File: src/rtl/pid_wb_pkg.sv
// Shared definitions for the PID Wishbone arbiter: FSM state encodings and
// the default watchdog limit.
package pid_wb_pkg;

    typedef enum logic [1:0] {
        ST_IDLE = 2'b01,
        ST_BUSY = 2'b10
    } state_t;

    localparam int TIMEOUT_DEFAULT = 255;

endpackage

File: src/rtl/pid_rr_pick.sv
// Combinational round-robin picker: returns the first set request found
// searching upward from i_ptr, wrapping at N-1, as a one-hot vector.
module pid_rr_pick #(
    parameter int N  = 4,
    parameter int PW = (N > 1) ? $clog2(N) : 1
) (
    input  logic [N-1:0]  i_req,
    input  logic [PW-1:0] i_ptr,
    output logic [N-1:0]  o_win,
    output logic          o_vld
);

    int idx;

    always_comb begin
        o_win = '0;
        o_vld = 1'b0;
        idx   = 0;
        for (int i = 0; i < N; i++) begin
            idx = int'(i_ptr) + i;
            if (idx >= N) begin
                idx = idx - N;
            end
            // Constant-index scan keeps the bit select free of a wide index.
            for (int j = 0; j < N; j++) begin
                if (!o_vld && (j == idx) && i_req[j]) begin
                    o_win[j] = 1'b1;
                    o_vld    = 1'b1;
                end
            end
        end
    end

endmodule

File: src/rtl/pid_wb_arbiter.sv
// Round-robin Wishbone arbiter sharing the PID controller's slave port among
// N_MST masters. Define PID_ARB_TIMEOUT_EN to build the stalled-grant watchdog.
module pid_wb_arbiter
    import pid_wb_pkg::*;
#(
    parameter int N_MST     = 4,
    parameter int wb_nb     = 32,
    parameter int adr_wb_nb = 16,
    parameter int TIMEOUT   = TIMEOUT_DEFAULT
) (
    input  logic                       i_clk,
    input  logic                       i_rst,
    input  logic [N_MST-1:0]           i_m_cyc,
    input  logic [N_MST-1:0]           i_m_stb,
    input  logic [N_MST-1:0]           i_m_we,
    input  logic [N_MST*adr_wb_nb-1:0] i_m_adr,
    input  logic [N_MST*wb_nb-1:0]     i_m_data,
    output logic [wb_nb-1:0]           o_m_data,
    output logic [N_MST-1:0]           o_m_ack,
    output logic [N_MST-1:0]           o_m_err,
    output logic                       o_s_cyc,
    output logic                       o_s_stb,
    output logic                       o_s_we,
    output logic [adr_wb_nb-1:0]       o_s_adr,
    output logic [wb_nb-1:0]           o_s_data,
    input  logic [wb_nb-1:0]           i_s_data,
    input  logic                       i_s_ack,
    output logic [N_MST-1:0]           o_gnt
);

    localparam int PW = (N_MST > 1) ? $clog2(N_MST) : 1;

    if ((N_MST < 2) || (N_MST > 8)) begin : g_bad_n_mst
        $error("pid_wb_arbiter: N_MST must be in 2..8");
    end
    if (TIMEOUT < 1) begin : g_bad_timeout
        $error("pid_wb_arbiter: TIMEOUT must be at least 1");
    end

    state_t           state_q, state_d;
    logic [N_MST-1:0] gnt_q, gnt_d;
    logic [PW-1:0]    ptr_q, ptr_d, ptr_nxt;
    logic [N_MST-1:0] elig;
    logic [N_MST-1:0] pick_win;
    logic             pick_vld;
    logic             busy;
    logic             cyc_g;
    logic             timeout_hit;

    assign busy = (state_q == ST_BUSY);

    pid_rr_pick #(
        .N  (N_MST),
        .PW (PW)
    ) u_pick (
        .i_req (elig),
        .i_ptr (ptr_q),
        .o_win (pick_win),
        .o_vld (pick_vld)
    );

    always_ff @(posedge i_clk) begin
        if (!i_rst) begin
            state_q <= ST_IDLE;
            gnt_q   <= '0;
            ptr_q   <= '0;
        end else begin
            state_q <= state_d;
            gnt_q   <= gnt_d;
            ptr_q   <= ptr_d;
        end
    end

    always_comb begin
        state_d = state_q;
        gnt_d   = gnt_q;
        ptr_d   = ptr_q;
        cyc_g   = 1'b0;
        ptr_nxt = '0;
        for (int k = 0; k < N_MST; k++) begin
            if (gnt_q[k]) begin
                cyc_g   = i_m_cyc[k];
                ptr_nxt = (k == N_MST - 1) ? '0 : PW'(k + 1);
            end
        end
        unique case (state_q)
            ST_IDLE: begin
                if (pick_vld) begin
                    state_d = ST_BUSY;
                    gnt_d   = pick_win;
                end
            end
            ST_BUSY: begin
                // Pointer moves past the released master so it ranks last.
                if (!cyc_g || timeout_hit) begin
                    state_d = ST_IDLE;
                    gnt_d   = '0;
                    ptr_d   = ptr_nxt;
                end
            end
            default: begin
                state_d = ST_IDLE;
                gnt_d   = '0;
            end
        endcase
    end

    always_comb begin
        o_s_cyc  = 1'b0;
        o_s_stb  = 1'b0;
        o_s_we   = 1'b0;
        o_s_adr  = '0;
        o_s_data = '0;
        o_m_ack  = '0;
        for (int k = 0; k < N_MST; k++) begin
            if (busy && gnt_q[k]) begin
                o_s_cyc    = i_m_cyc[k];
                o_s_stb    = i_m_stb[k];
                o_s_we     = i_m_we[k];
                o_s_adr    = i_m_adr[k*adr_wb_nb +: adr_wb_nb];
                o_s_data   = i_m_data[k*wb_nb +: wb_nb];
                o_m_ack[k] = i_s_ack & i_m_stb[k];
            end
        end
    end

    assign o_m_data = i_s_data;
    assign o_gnt    = gnt_q;

`ifdef PID_ARB_TIMEOUT_EN
    localparam int CW = $clog2(TIMEOUT + 1);

    logic [CW-1:0]    cnt_q, cnt_d;
    logic [N_MST-1:0] inelig_q, inelig_d;
    logic [N_MST-1:0] err_q, err_d;
    logic             stall;

    assign stall       = busy && o_s_stb && !i_s_ack;
    assign timeout_hit = stall && (cnt_q == CW'(TIMEOUT - 1));
    assign elig        = i_m_cyc & ~inelig_q;
    assign o_m_err     = err_q;

    always_ff @(posedge i_clk) begin
        if (!i_rst) begin
            cnt_q    <= '0;
            inelig_q <= '0;
            err_q    <= '0;
        end else begin
            cnt_q    <= cnt_d;
            inelig_q <= inelig_d;
            err_q    <= err_d;
        end
    end

    // A timed-out master stays locked out until it drops cyc.
    always_comb begin
        cnt_d    = cnt_q;
        err_d    = '0;
        inelig_d = inelig_q & i_m_cyc;
        if (!busy || (state_d == ST_IDLE) || i_s_ack) begin
            cnt_d = '0;
        end else if (stall) begin
            cnt_d = cnt_q + 1'b1;
        end
        if (timeout_hit) begin
            err_d    = gnt_q;
            inelig_d = (inelig_q & i_m_cyc) | gnt_q;
        end
    end
`else
    assign timeout_hit = 1'b0;
    assign elig        = i_m_cyc;
    assign o_m_err     = '0;
`endif

endmodule

File: config.mk
export PLATFORM = sky130hd
export DESIGN_NAME = pid_wb_arbiter
export DESIGN_NICKNAME = d
export VERILOG_FILES = /design/src/rtl/pid_wb_pkg.sv /design/src/rtl/pid_rr_pick.sv /design/src/rtl/pid_wb_arbiter.sv
export SDC_FILE = /design/constraint.sdc
export NUM_CORES = 1
export LEC_CHECK = 0
export ABC_AREA = 1
export CORE_AREA = 2 2 129 131
export DETAILED_ROUTE_END_ITERATION = 8
export DIE_AREA = 0 0 131 133
export GPL_ROUTABILITY_DRIVEN = 0
export PLACE_DENSITY = 0.52
export SETUP_SLACK_MARGIN = 0.4
export SYNTH_ARGS = -nofsm -noshare
export SYNTH_HDL_FRONTEND = slang
export SYNTH_HIERARCHICAL = 1
export SYNTH_SLANG_ARGS = --single-unit
File: constraint.sdc
create_clock -name i_clk -period 2.3 [get_ports i_clk]
set_input_delay 0.46 -clock i_clk [delete_from_list [all_inputs] [get_ports i_clk]]
set_output_delay 0.46 -clock i_clk [all_outputs]
set_load 0.01 [all_outputs]
==> summary.md <==
| Metric | Value |
|---|---|
| Worst R2R Path Depth | `15` |
| Synthesis-to-finish area growth | `153.1%` |
| CTS tree | `done` |
| Max Cap Viol | `0` |
| Critical R2R Launch | `state_q[0]` |
| Post-DRT Antenna Nets | `0` |
| Final setup margin | `0.06271 ns` |
| Cell row count | `47` |
| Fin crit period | `2.237 ns` |
| Root Buffer | `clkbuf_16` |
| Max IR drop VDD | `172.0 µV` |
| Startpoint types | `flip-flop` |
| Pre-Repair DR Iteration Count | `4` |
| CP arrival | `1.78 ns` |
| Synthesized instance count | `497` |
| Number of global-route vias before repair | `4180` |
| Switching portion of total power | `0.2493` |
| Met1 usage | `0.2148` |
| Run status | `finished, final reports clean` |
| Avg Cell Area, Syn | `5.126 µm²` |
| Initial antenna violation count | `1` |
| Total routed wirelength | `15690 µm` |
| Slowest CP cell | `dfxtp_2` |
| Fin area | `6449 µm²` |
| Sequential area share after synthesis | `0.06287` |
| Die Wd | `131 µm` |
| Clock Sinks | `8` |
| #FFs+latches synth | `8` |
| Commonest non-fill, non-tap cell in the layout | `clkdlybuf4s50_1` |
| Commonest cells after routing, fill and taps aside | `clkdlybuf4s50_1 (206), nand2_1 (156), o21ai_1 (58)` |
| RSZ-0062 raised after global routing | `true` |
| Total via count in the routed design | `4236` |
| I/O Pins | `334` |
| Clk slew on worst S/H paths | `0.03 ns` |
| Diodes inserted | `0` |
| Clock buffer depth | `2` |
| Die area | `17420 µm²` |
| Grt ovf | `0` |
| DRC Markers | `0` |
| Critical path peak fanout | `6` |
| Gr busiest metal | `met2` |
| DR vias/cell | `4.165` |
| Placed Area | `5540 µm²` |
| Seq pwr share | `0.144` |
| Hold buffers post-CTS | `0` |
| Critical Path End Type | `primary output` |
| Crit path launch | `o_gnt[1]` |
| # setup viols final | `0` |
| WS Path Type | `flip-flop to primary output` |
| Cell mode on critical path | `o21ai_1` |
| Power Density | `166.9 nW/µm²` |
| M3 GR Usage | `0.04044` |
| Worst reg2reg setup slack | `0.21 ns` |
| Core ar. | `16170 µm²` |
| GR Layer Usage met2 | `0.2870` |
| Worst path max stage delay | `0.34 ns` |
| Die Span Y | `133 µm` |
| RR Endpoint | `state_q[0]` |
| Power share of the combinational group | `0.589` |
| CP cell instances | `inv_4 > buf_12 > nor2_4 > buf_6 > buf_12 > buf_6 > inv_2 > o21ai_1 > nand2_1 > o21ai_1 > nand2_1 > o21ai_1 > buf_2` |
| DP Worst Slack | `-0.1784 ns` |
| Gr usage total | `0.1664` |
| CTS H-tree lvls | `1` |
| Routed len/inst | `15.42 µm` |
| DRT iter0 DRCs | `166` |
| Post-Syn Area | `2547 µm²` |
| Clk Latency, worst-skew pair | `0.23 ns` |
| Synth cell types | `27` |
| Placed cells | `970` |
| Tot Pwr | `1.076 mW` |
| Lkg Pwr | `2.991 nW` |
| Number of I/O port buffers | `265` |
| Share of cells above drive strength 1 | `0.3162` |
| Final #Nets | `1038` |
| Internal power | `807.9 µW` |
| Fmax | `447.0 MHz` |
| Clk_skew | `0.0006905 ns` |
| Worst hold start | `ptr_q[1]` |
| Clock buffer count from CTS | `3` |
| Starting Density | `0.1575` |
| Filler cells | `1728` |
| CP required | `1.84 ns` |
| Largest net degree at the start of global routing | `52` |
| Fin crit share | `0.9727` |
| Post-route insts no fill | `1017` |
| Ys Warns | `6` |
| Hold Crit Class | `flip-flop to flip-flop` |
| First-pass GRT wire length | `22630 µm` |
| Fin. Hold Viols | `0` |
| Crit path to | `o_s_stb` |
| Slew Limit Fails | `0` |
| Clock Power Share | `0.267` |
| P_sw | `268.3 µW` |
| Post-DP HPWL | `11290 µm` |
[stage by stage]
step | hold WS (ns) | setup TNS, ns | utilization
2_1_floorplan | 0.5075 | 0 | -
3_3_place_gp | 0.5861 | -1.344 | 0.3426
3_5_place_dp | 0.5861 | -1.209 | 0.3426
4_1_cts | 0.5928 | 0 | 0.3821
5_1_grt | 0.5454 | -0.04437 | 0.3988
6_report | 0.5338 | 0 | 0.3988
[repair_timing]
action | in CTS | in global routing
setup buffers | 28 | 5
gates resized for setup | 318 | 63
endpoints found under the setup margin | 61 | 60
pin swaps | 25 | 38
gates cloned | 10 | 1
[worst max-delay path: cells and delay by family, from the launching register on]
kind / cells / cell delay, ns
compound gates: 3 / 0.28
flops: 1 / 0.34
buf+inv: 7 / 0.66
simple gates: 3 / 0.25
[power by group through the flow]
stage / registers [mW] / clock network (mW) / logic (mW)
final: 0.154 / 0.288 / 0.634
after global routing: 0.155 / 0.301 / 0.680
after CTS: 0.156 / 0.291 / 0.615
after detailed placement: 0.156 / 0 / 0.566
after global placement: 0.156 / 0 / 0.568
after floorplan: 0.158 / 0 / 0.170
[cell type report]
cell class | count | area, µm² | area share
repair buffers | 361 | 3628 | 0.5627
multi-input cells | 397 | 2188 | 0.3393
well taps | 220 | 275.3 | 0.04269
flip-flops and latches | 8 | 171.4 | 0.02658
inverters | 28 | 110.1 | 0.01707
clock buffers | 3 | 75.07 | 0.01164
[state kept, by name, indices dropped and copies added, names as in the netlist]
register  flops
state_q       2
o_gnt         4
ptr_q         2
[synthesized netlist by cell type]
master | number | area [µm²]
nand2_1 | 183 | 686.9
nand3_1 | 60 | 300.3
o21ai_1 | 54 | 270.3
o21ai_0 | 47 | 235.2
buf_4 | 39 | 292.8
inv_1 | 25 | 93.84
nor2_1 | 13 | 48.80
a21oi_1 | 10 | 50.05
buf_2 | 9 | 45.04
clkbuf_1 | 9 | 33.78
dfxtp_1 | 8 | 160.2
buf_6 | 6 | 67.56
nand4_1 | 6 | 37.54
nor2_4 | 5 | 56.30
clkbuf_2 | 4 | 20.02
inv_2 | 3 | 11.26
nand2_2 | 3 | 18.77
nor3_1 | 3 | 15.01
nor2_2 | 2 | 12.51
conb_1 | 1 | 3.750
nand2_4 | 1 | 11.26
nand4_2 | 1 | 12.51
nand4_4 | 1 | 21.27
nor3_4 | 1 | 16.27
nor3b_1 | 1 | 7.510
o21bai_2 | 1 | 11.26
o31ai_1 | 1 | 7.510
[per-layer routing]
metal  wire length [µm]  share of wire  up-vias
met5                 12        0.00077        -
met4                190          0.012        2
met3               1288          0.082       24
met2               7567           0.48      139
met1               6627           0.42     1865
li1                   -              -     2206
[cell families (layout without fill, tap and decap cells)]
logic type | after synthesis | count (layout) | share of synthesized area
and+or+nand+nor | 280 | 280 | 0.4887
AOI/OAI and AO/OA | 113 | 113 | 0.2254
buffers and inverters | 95 | 392 | 0.2215
DFF | 8 | 8 | 0.06287
other | 1 | 4 | 0.001472
[worst min-delay path by stage]
| stage | cells past startpoint | end | slack, ns |
|---|---|---|---|
| 3_5_place_dp | 2 | ptr_q[1] | 0.59 |
| 5_1_grt | 2 | ptr_q[1] | 0.55 |
| 4_1_cts | 2 | ptr_q[1] | 0.59 |
| 3_3_place_gp | 2 | ptr_q[1] | 0.59 |
| 6_report | 2 | ptr_q[1] | 0.53 |
| 2_1_floorplan | 2 | o_gnt[2] | 0.51 |
Note: power is estimated with default switching activity, not from simulation.
